## src/rtl/pc_pkg.sv

```systemverilog
// Shared PC-unit definitions: next-PC select encodings, status bit indices
// and small helpers used by pc_unit and its bench.
package pc_pkg;

  typedef enum logic [2:0] {
    PCSRC_SEQ = 3'b000,
    PCSRC_BR  = 3'b001,
    PCSRC_JR  = 3'b010,
    PCSRC_J   = 3'b011,
    PCSRC_EXC = 3'b100
  } pcsrc_e;

  localparam int ST_MISALIGN     = 0;
  localparam int ST_BAD_SEL      = 1;
  localparam int ST_RAS_MISMATCH = 2;
  localparam int ST_W            = 3;

  function automatic logic is_word_aligned(input logic [1:0] lsb);
    return (lsb == 2'b00);
  endfunction

endpackage

```

## src/rtl/pc_ras.sv

```systemverilog
// Circular return-address stack; a push when full overwrites the oldest entry.
module pc_ras #(
  parameter int DEPTH = 4,
  parameter int W     = 32
) (
  input  logic         clk,
  input  logic         rst_n,
  input  logic         push,
  input  logic         pop,
  input  logic [W-1:0] push_data,
  output logic [W-1:0] top,
  output logic         empty,
  output logic         full
);

  localparam int PTR_W = $clog2(DEPTH);
  localparam int CNT_W = $clog2(DEPTH + 1);

  logic [W-1:0]     mem_r [DEPTH];
  logic [PTR_W-1:0] ptr_r;
  logic [PTR_W-1:0] ptr_inc_s;
  logic [PTR_W-1:0] ptr_dec_s;
  logic [CNT_W-1:0] cnt_r;

  // ptr_r is the next free slot, so the top of stack sits one slot below it
  assign ptr_inc_s = (ptr_r == PTR_W'(DEPTH - 1)) ? PTR_W'(0) : ptr_r + PTR_W'(1);
  assign ptr_dec_s = (ptr_r == PTR_W'(0)) ? PTR_W'(DEPTH - 1) : ptr_r - PTR_W'(1);
  assign top       = mem_r[ptr_dec_s];
  assign empty     = (cnt_r == CNT_W'(0));
  assign full      = (cnt_r == CNT_W'(DEPTH));

  // Stack storage, pointer and saturating occupancy count
  always_ff @(posedge clk or negedge rst_n) begin
    if (!rst_n) begin
      ptr_r <= PTR_W'(0);
      cnt_r <= CNT_W'(0);
      for (int i = 0; i < DEPTH; i++) begin
        mem_r[i] <= W'(0);
      end
    end else if (push) begin
      mem_r[ptr_r] <= push_data;
      ptr_r        <= ptr_inc_s;
      if (!full) begin
        cnt_r <= cnt_r + CNT_W'(1);
      end
    end else if (pop && !empty) begin
      ptr_r <= ptr_dec_s;
      cnt_r <= cnt_r - CNT_W'(1);
    end
  end

endmodule

```

## src/rtl/pc_unit.sv

```systemverilog
// Program counter with next-PC selection and sticky error status.
// Optional return-address-stack checker enabled by defining PC_RAS_EN.
module pc_unit
  import pc_pkg::*;
#(
  parameter int              PC_W      = 32,
  parameter logic [PC_W-1:0] RESET_VEC = PC_W'(32'h0000_0000),
  parameter logic [PC_W-1:0] EXC_VEC   = PC_W'(32'h0000_0080),
  parameter int              RAS_DEPTH = 4
) (
  input  logic            CLK,
  input  logic            Reset,
  input  logic            PCWrite,
  input  logic [2:0]      PCSrc,
  input  logic [31:0]     immediate_32,
  input  logic [PC_W-1:0] read_data1,
  input  logic [25:0]     addr26,
  input  logic            is_call,
  input  logic            is_return,
  input  logic            clr_err,
  output logic [PC_W-1:0] PCOut,
  output logic [PC_W-1:0] PCPlus4,
  output logic [2:0]      status
);

  logic [PC_W-1:0] pc_r;
  logic [ST_W-1:0] status_r;
  logic [PC_W-1:0] next_pc_s;
  logic [ST_W-1:0] err_s;
  logic [PC_W-1:0] imm_sext_s;
  logic [PC_W-1:0] branch_off_s;
  logic            ras_mismatch_s;

  assign PCPlus4      = pc_r + PC_W'(4);
  assign imm_sext_s   = PC_W'($signed(immediate_32));
  assign branch_off_s = {imm_sext_s[PC_W-3:0], 2'b00};

`ifdef PC_RAS_EN
  logic            ras_push_s;
  logic            ras_pop_s;
  logic [PC_W-1:0] ras_top_s;
  logic            ras_empty_s;
  logic            ras_unused_full_s;

  assign ras_push_s = PCWrite && (PCSrc == PCSRC_J) && is_call;
  assign ras_pop_s  = PCWrite && (PCSrc == PCSRC_JR) && is_return && !ras_empty_s;

  pc_ras #(
    .DEPTH (RAS_DEPTH),
    .W     (PC_W)
  ) u_ras (
    .clk       (CLK),
    .rst_n     (Reset),
    .push      (ras_push_s),
    .pop       (ras_pop_s),
    .push_data (PCPlus4),
    .top       (ras_top_s),
    .empty     (ras_empty_s),
    .full      (ras_unused_full_s)
  );

  // The stack only observes returns; it never steers the PC
  assign ras_mismatch_s = ras_pop_s && (ras_top_s != read_data1);
`else
  logic unused_ras_s;
  assign unused_ras_s   = is_call ^ is_return;
  assign ras_mismatch_s = 1'b0;
`endif

  // Next-PC selection and per-update error detection
  always_comb begin
    next_pc_s = pc_r;
    err_s     = 3'b000;
    case (pcsrc_e'(PCSrc))
      PCSRC_SEQ: next_pc_s = PCPlus4;
      PCSRC_BR:  next_pc_s = PCPlus4 + branch_off_s;
      PCSRC_JR: begin
        if (is_word_aligned(read_data1[1:0])) begin
          next_pc_s = read_data1;
        end else begin
          next_pc_s            = EXC_VEC;
          err_s[ST_MISALIGN]   = 1'b1;
        end
      end
      PCSRC_J:   next_pc_s = {PCPlus4[PC_W-1:28], addr26, 2'b00};
      PCSRC_EXC: next_pc_s = EXC_VEC;
      default: begin
        next_pc_s         = pc_r;
        err_s[ST_BAD_SEL] = 1'b1;
      end
    endcase
    err_s[ST_RAS_MISMATCH] = ras_mismatch_s;
  end

  // PC register; updates only when the control FSM enables it
  always_ff @(posedge CLK or negedge Reset) begin
    if (!Reset) begin
      pc_r <= RESET_VEC;
    end else if (PCWrite) begin
      pc_r <= next_pc_s;
    end
  end

  // Sticky status: a new error in the same cycle wins over clr_err
  always_ff @(posedge CLK or negedge Reset) begin
    if (!Reset) begin
      status_r <= 3'b000;
    end else begin
      status_r <= (clr_err ? 3'b000 : status_r) | (PCWrite ? err_s : 3'b000);
    end
  end

  assign PCOut  = pc_r;
  assign status = status_r;

endmodule

```

## config.mk

```make
export PLATFORM = sky130hd
export DESIGN_NAME = pc_unit
export DESIGN_NICKNAME = d
export VERILOG_FILES = /design/src/rtl/pc_pkg.sv /design/src/rtl/pc_ras.sv /design/src/rtl/pc_unit.sv
export SDC_FILE = /design/constraint.sdc
export NUM_CORES = 1
export LEC_CHECK = 0
export ABC_AREA = 1
export BUFFER_PORTS_ARGS = -buffer_cell sky130_fd_sc_hd__buf_2
export CAP_MARGIN = 20
export CORE_MARGIN = 8
export CORE_UTILIZATION = 53
export DETAILED_ROUTE_END_ITERATION = 8
export PLACE_DENSITY = 0.81
export SLEW_MARGIN = 20
export SYNTH_ARGS = -nofsm -noshare
export SYNTH_HDL_FRONTEND = slang
export SYNTH_SLANG_ARGS = --single-unit
```

## constraint.sdc

```tcl
create_clock -name CLK -period 3.6 [get_ports CLK]
set_input_delay 0.36 -clock CLK [delete_from_list [all_inputs] [get_ports CLK]]
set_output_delay 0.36 -clock CLK [all_outputs]
set_load 0.005 [all_outputs]
```

# Yosys cells after proc, flatten, opt, wreduce, memory -nomap -nowiden
# Cells that the tools add are included.
# totals
regBits	35
input_bits	99
# classes
n_addsub	2
eq_ne	4
muxes	7
n_bitwise	1
reduce_logical	5
# ops
cell	count
one-hot mux 32 bit (5 select lines)	1
adder 32 x 3 -> 32 bit, second input constant	1
adder 32 bit	1
two-way mux 32 bit	1
== test 3 x 2 -> 1 bit, second input constant	2
nonzero test 5 bit	1
OR reduction 5 bit	1
== test 3 x 1 -> 1 bit, second input constant	1
== test 3 bit, second input constant	1
logical NOT 3 bit	1
two-way mux 1 bit	3
two-way mux 3 bit	1
OR 3 x 2 -> 3 bit	1
logical NOT 2 bit	1
two-way mux 2 bit	1
AND reduction 2 bit	1

# Longest topological paths before layout
# depth
depth_word	5
mapped_depth	25
ltp_nobuf	25

# Worst setup path after synthesis
# No wires, ideal clock.
# synth_path
path_kind	flip-flop to flip-flop
from	reg pc_r[2], in the netlist PCOut[2]
to	reg pc_r[27], in the netlist PCOut[27]
setup_time_ps	73
t_arrival_ps	2578
required_time_ps	3527
setup_slack_ps	949
path_stages_with_launch	19
n_path_buf	0
path_cell_list	dfrtp_1 ha_1 nand3_2 inv_1 nand2_1 nor2_1 xor2_1 ha_1 nand2_1 inv_1 nand2_1 nand2_1 a21oi_1 nor2_1 nor2_1 nand2_1 nand2_1 nand3_1 a21oi_2
# synth_between
elab_chain_cells	3
# synth_rtl
item	line	text
start: declaration	pc_unit.sv:26	logic [PC_W-1:0] pc_r;
start signal: assignment	pc_unit.sv:100	pc_r <= next_pc_s;
adder 32 x 3 -> 32 bit	pc_unit.sv:34	assign PCPlus4 = pc_r + PC_W'(4);
named net PCPlus4[18]	pc_unit.sv:22	output logic [PC_W-1:0] PCPlus4,
adder 32 bit	pc_unit.sv:76	PCSRC_BR: next_pc_s = PCPlus4 + branch_off_s;
one-hot mux 32 bit (5 select lines)	pc_unit.sv:74	case (pcsrc_e'(PCSrc))
# The timed path passes the listed nets, and every way through them passes these cells.
# A chain may end at the register's enable or synchronous reset.

# Worst setup path after layout
# layout_path
from	reg pc_r[2], in the netlist PCOut[2]
to	reg pc_r[31], in the netlist PCOut[31]
# layout_between
elab_chain_cells	3
# layout_rtl
item	line
adder 32 x 3 -> 32 bit (*)	pc_unit.sv:34
adder 32 bit	pc_unit.sv:76
one-hot mux 32 bit (5 select lines) (*)	pc_unit.sv:74
# Every way passes the cells marked *; elsewhere a longest branch is shown, timed or not.

==> summary.md <==
| Metric | Value |
|---|---|
| Pin count of the biggest net entering global routing | `35` |
| Max Transition Viols Final | `0` |
| Largest driver fanout on the critical path | `5` |
| Unrepaired setup endpoints after global routing | `no` |
| Antenna-violating nets left | `0` |
| Layout cells sized above 1 | `0.219` |
| Number of hold buffers added after cts | `0` |
| Number of non-filler instances in the completed layout | `~1.1k` |
| Number of distinct library cells after synthesis | `48` |
| Clock tree from TritonCTS | `yes` |
| Overflow after GRT | `0` |
| Antenna Diode Count | `0` |
| Number of placed instances, taps included | `between 1k and 1.5k` |
| Finish-stage setup viols | `0` |
| Source-to-sink clock delay at the later pin of the worst-skew pair | `approximately 0.30 ns` |
| Maximum cell stage delay along the critical path | `around 0.48 ns` |
| Mean routed wirelength per cell | `about 16 um` |
| Worst hold path type | `primary input to async pin` |
| Clock slew at reported path FFs | `0.07 ns` |
| # Post-CTS Setup Buffers | `0` |
| CP Buf/Inv Count | `2` |
| Maximum root-to-sink buffer count | `2` |
| DPL Wire Length | `15.1 mm` |
| Outcome | `finished, final reports clean` |
| Std-Cell Core Area | `9200 sq um` |
| Vias after detailed routing | `6067` |
| Number of remaining DRC errors | `0` |
| Site Rows | `35` |
| Number of DRC violations after detailed-routing iteration 0 | `just under 500` |
| Initial antenna violation count | `0` |
| Category of the critical setup timing path | `register to register` |
| Worst setup path start | `PCOut[2]` |
| Synthesized area per cell | `about 6 sq um` |
| Flip-flop cell with the highest count after synthesis | `sky130_fd_sc_hd__dfrtp_1` |
| Cell with the largest stage delay on the worst path | `sky130_fd_sc_hd__xnor2_1` |
| Sink Count | `34` |
| Cell repeated most along the worst path | `sky130_fd_sc_hd__nand2_1` |
| GRT Overall Usage | `0.288` |
| Chain of cells forming the critical path | `ha_1 > nand3_2 > inv_1 > nand2_1 > xnor2_1 > ha_1 > a21oi_1 > nand2_1 > a21oi_1 > nand2_1 > a21oi_1 > nand2_1 > nand3_1 > nand3_1 > nand2_1 > inv_1` |
| Fill cell count | `946` |
| Number of global-route vias before repair | `5860` |
| Post-Syn Area | `between 4000 and 5000 sq um` |
| Count of input and output buffers | `160` |
| Clk_skew | `0.00480 ns` |
| Worst reg2reg startpoint | `PCOut[2]` |
| Kind of cell adding the most delay to the critical path | `simple AND/OR/NAND/NOR gates` |
| Number of standard cells after synthesis | `854` |
| Worst slew pin tran | `1.08 ns` |
| Routed Wire Length | `between 15 and 20 mm` |
| Boundary pin count | `approximately 170` |
| Fmax | `312 MHz` |
| Leakage component of the power | `between 3 and 4 nW` |
| Starting density of the core | `0.541` |
| Chip Height | `113 um` |
| Mean number of vias per cell | `5.39` |
| CTS-repair resized insts | `0` |
| Reported max-cap violation count | `0` |
| Area of the die | `12700 sq um` |
| Critical Path End Type | `register` |
| WP data arrival | `3.40 ns` |
| Worst max-slew margin expressed relative to the limit | `0.279` |
| Area growth from synthesis to final layout | `20.6%` |
| Register area share after synthesis | `0.171` |
| Number of enable-type register cells in the synthesized netlist | `0` |
| DIE WIDTH | `113 um` |
| Pwr per Cell Area | `451 nW/um^2` |
| Critical Path Start Type | `register` |
| Critical Path RT | `3.80 ns` |
| Ys async rst share | `1.00` |
| Final hold violations | `0` |
| Post-Syn Nets | `990` |
| Total number of yosys warnings | `0` |
| First-pass GRT wire length | `29.6 mm` |
| TritonCTS Buffers | `5` |
| Routability-driven placement congestion ratio | `approximately 0.97` |
| Post-layout net count | `approximately 1.1k` |
| DRT Pass-1 Iters | `5` |
| #FFs+latches synth | `34` |
| Total Negative Setup Slacks | `0 ns` |
| H-tree levels | `2` |
| Worst vdd ir | `~0.3 mV` |
| Post-layout min period | `3.20 ns` |
| Root Buffer | `sky130_fd_sc_hd__clkbuf_8` |
| Post-route clock period utilization | `0.889` |
## layer usage
layer  vias to the layer above  wire length, um  GRT usage
li1                       3065                -          -
met3                        37             1940     0.0777
met4                         0              642      0.111
met1                      2658             7410      0.353
met5                         -                0          0
met2                       307             8160      0.472
## cell type report
class	instances	area [sq um]	area share
multi-input combinational	658	3500	0.584
timing repair buffer	170	876	0.146
sequential	34	851	0.142
inverter	144	541	0.0901
tap	111	139	0.0231
clock buffer	7	86.3	0.0144
clock inverter	1	5.00	0.000834
## Yosys cell counts (2+ instances only)
library cell	instances	area share
sky130_fd_sc_hd__a21boi_0	2	0.0030
sky130_fd_sc_hd__a21o_1	3	0.0045
sky130_fd_sc_hd__a21oi_1	42	0.042
sky130_fd_sc_hd__a21oi_2	2	0.0035
sky130_fd_sc_hd__a221oi_1	14	0.025
sky130_fd_sc_hd__a22oi_1	12	0.018
sky130_fd_sc_hd__a31oi_1	5	0.0063
sky130_fd_sc_hd__a32oi_1	2	0.0035
sky130_fd_sc_hd__a41oi_1	2	0.0035
sky130_fd_sc_hd__and2_1	2	0.0025
sky130_fd_sc_hd__buf_2	4	0.0040
sky130_fd_sc_hd__buf_4	4	0.0060
sky130_fd_sc_hd__clkbuf_1	10	0.0075
sky130_fd_sc_hd__dfrtp_1	34	0.17
sky130_fd_sc_hd__ha_1	36	0.090
sky130_fd_sc_hd__inv_1	133	0.10
sky130_fd_sc_hd__inv_2	10	0.0075
sky130_fd_sc_hd__nand2_1	266	0.20
sky130_fd_sc_hd__nand2_2	8	0.010
sky130_fd_sc_hd__nand3_1	72	0.072
sky130_fd_sc_hd__nand3_2	2	0.0040
sky130_fd_sc_hd__nand3b_1	6	0.0090
sky130_fd_sc_hd__nand4_1	7	0.0088
sky130_fd_sc_hd__nor2_1	87	0.066
sky130_fd_sc_hd__nor2_2	7	0.0088
sky130_fd_sc_hd__nor3_1	11	0.011
sky130_fd_sc_hd__nor3_2	4	0.0080
sky130_fd_sc_hd__nor3b_2	2	0.0050
sky130_fd_sc_hd__o211ai_1	2	0.0030
sky130_fd_sc_hd__o21ai_0	22	0.022
sky130_fd_sc_hd__o21ai_1	2	0.0020
sky130_fd_sc_hd__o21bai_1	5	0.0075
sky130_fd_sc_hd__or2_2	4	0.0050
sky130_fd_sc_hd__xnor2_1	5	0.0088
sky130_fd_sc_hd__xor2_1	12	0.021
## kinds of logic after synthesis
kind of cell               count (synthesis)  share of synthesized area
and+or+nand+nor                          482                      0.422
xor gates and xnor gates                  18                     0.0332
AOI/OAI and AO/OA                        120                      0.153
buffers and inverters                    162                      0.126
other                                      1                   0.000753
adders and majority gates                 37                     0.0945
DFF                                       34                      0.171
## worst paths after layout
| path | cells after the start | slack [ns] | to |
|---|---|---|---|
| min reg2reg | 2 | 0.53 | status[1] |
| max reg2reg | 16 | 0.40 | PCOut[31] |
| max | 16 | 0.40 | PCOut[31] |
| max in group asynchronous | 1 | 2.93 | PCOut[9] |
| min in group CLK | 2 | 0.25 | status[0] |
| min | 1 | 0.16 | PCOut[31] |
## power breakdown
part	leakage, nW	switching, W	internal, W
Sequential	0.391	0.000133	0.000462
Combinational	2.95	0.00114	0.000667
Clock	0.0482	0.000148	0.000154
Total	3.39	0.00142	0.00128
## flip-flops by register name (all words and copies together), names as in the netlist
register and count:
status 2, PCOut 32
## cell usage in the layout (no fill, tap or decap), types with 2 or more instances in the layout
master                     Yosys  layout
sky130_fd_sc_hd__nand2_1     266     266
sky130_fd_sc_hd__buf_2         4     160
sky130_fd_sc_hd__inv_1       133     133
sky130_fd_sc_hd__nor2_1       87      87
sky130_fd_sc_hd__nand3_1      72      72
sky130_fd_sc_hd__a21oi_1      42      42
sky130_fd_sc_hd__ha_1         36      36
sky130_fd_sc_hd__dfrtp_1      34      34
sky130_fd_sc_hd__o21ai_0      22      22
sky130_fd_sc_hd__a221oi_1     14      14
sky130_fd_sc_hd__xor2_1       12      12
sky130_fd_sc_hd__a22oi_1      12      12
sky130_fd_sc_hd__inv_2        10      10
sky130_fd_sc_hd__nor3_1       11      10
sky130_fd_sc_hd__buf_4         4      10
sky130_fd_sc_hd__nand2_2       8       8
sky130_fd_sc_hd__nor2_2        7       7
sky130_fd_sc_hd__nand4_1       7       7
sky130_fd_sc_hd__nand3b_1      6       6
sky130_fd_sc_hd__clkbuf_8      0       6
sky130_fd_sc_hd__nor3_2        4       5
sky130_fd_sc_hd__xnor2_1       5       5
sky130_fd_sc_hd__o21bai_1      5       5
sky130_fd_sc_hd__a31oi_1       5       5
sky130_fd_sc_hd__or2_2         4       4
sky130_fd_sc_hd__a21o_1        3       3
sky130_fd_sc_hd__nand3_2       2       2
sky130_fd_sc_hd__nor3b_2       2       2
sky130_fd_sc_hd__and2_1        2       2
sky130_fd_sc_hd__a32oi_1       2       2
sky130_fd_sc_hd__o211ai_1      2       2
sky130_fd_sc_hd__a41oi_1       2       2
sky130_fd_sc_hd__a21boi_0      2       2
sky130_fd_sc_hd__a21oi_2       2       2
sky130_fd_sc_hd__o21ai_1       2       2
## stage by stage
step	util	hold WS (ns)	total power (W)	area, sq um	worst slack [ns]
floorplan	-	0.0644	0.00175	4980	0.949
global route	0.653	0.208	0.00298	6000	0.0560
detailed placement	0.643	0.488	0.00238	5910	0.474
finish	0.653	0.156	0.00270	6000	0.399
CTS	0.653	0.175	0.00269	6000	0.432
global placement	0.643	0.482	0.00236	5910	0.522
## worst register-to-register path, delay by kind of cell, from the launching register on
family,cells,cell delay [ns]
and+or+nand+nor,8,0.86
AOI/OAI and AO/OA,3,0.61
adders and majority gates,2,0.60
xor gates and xnor gates,1,0.48
DFF,1,0.41
buffers and inverters,2,0.15
Note: power is estimated with default switching activity, not from simulation.
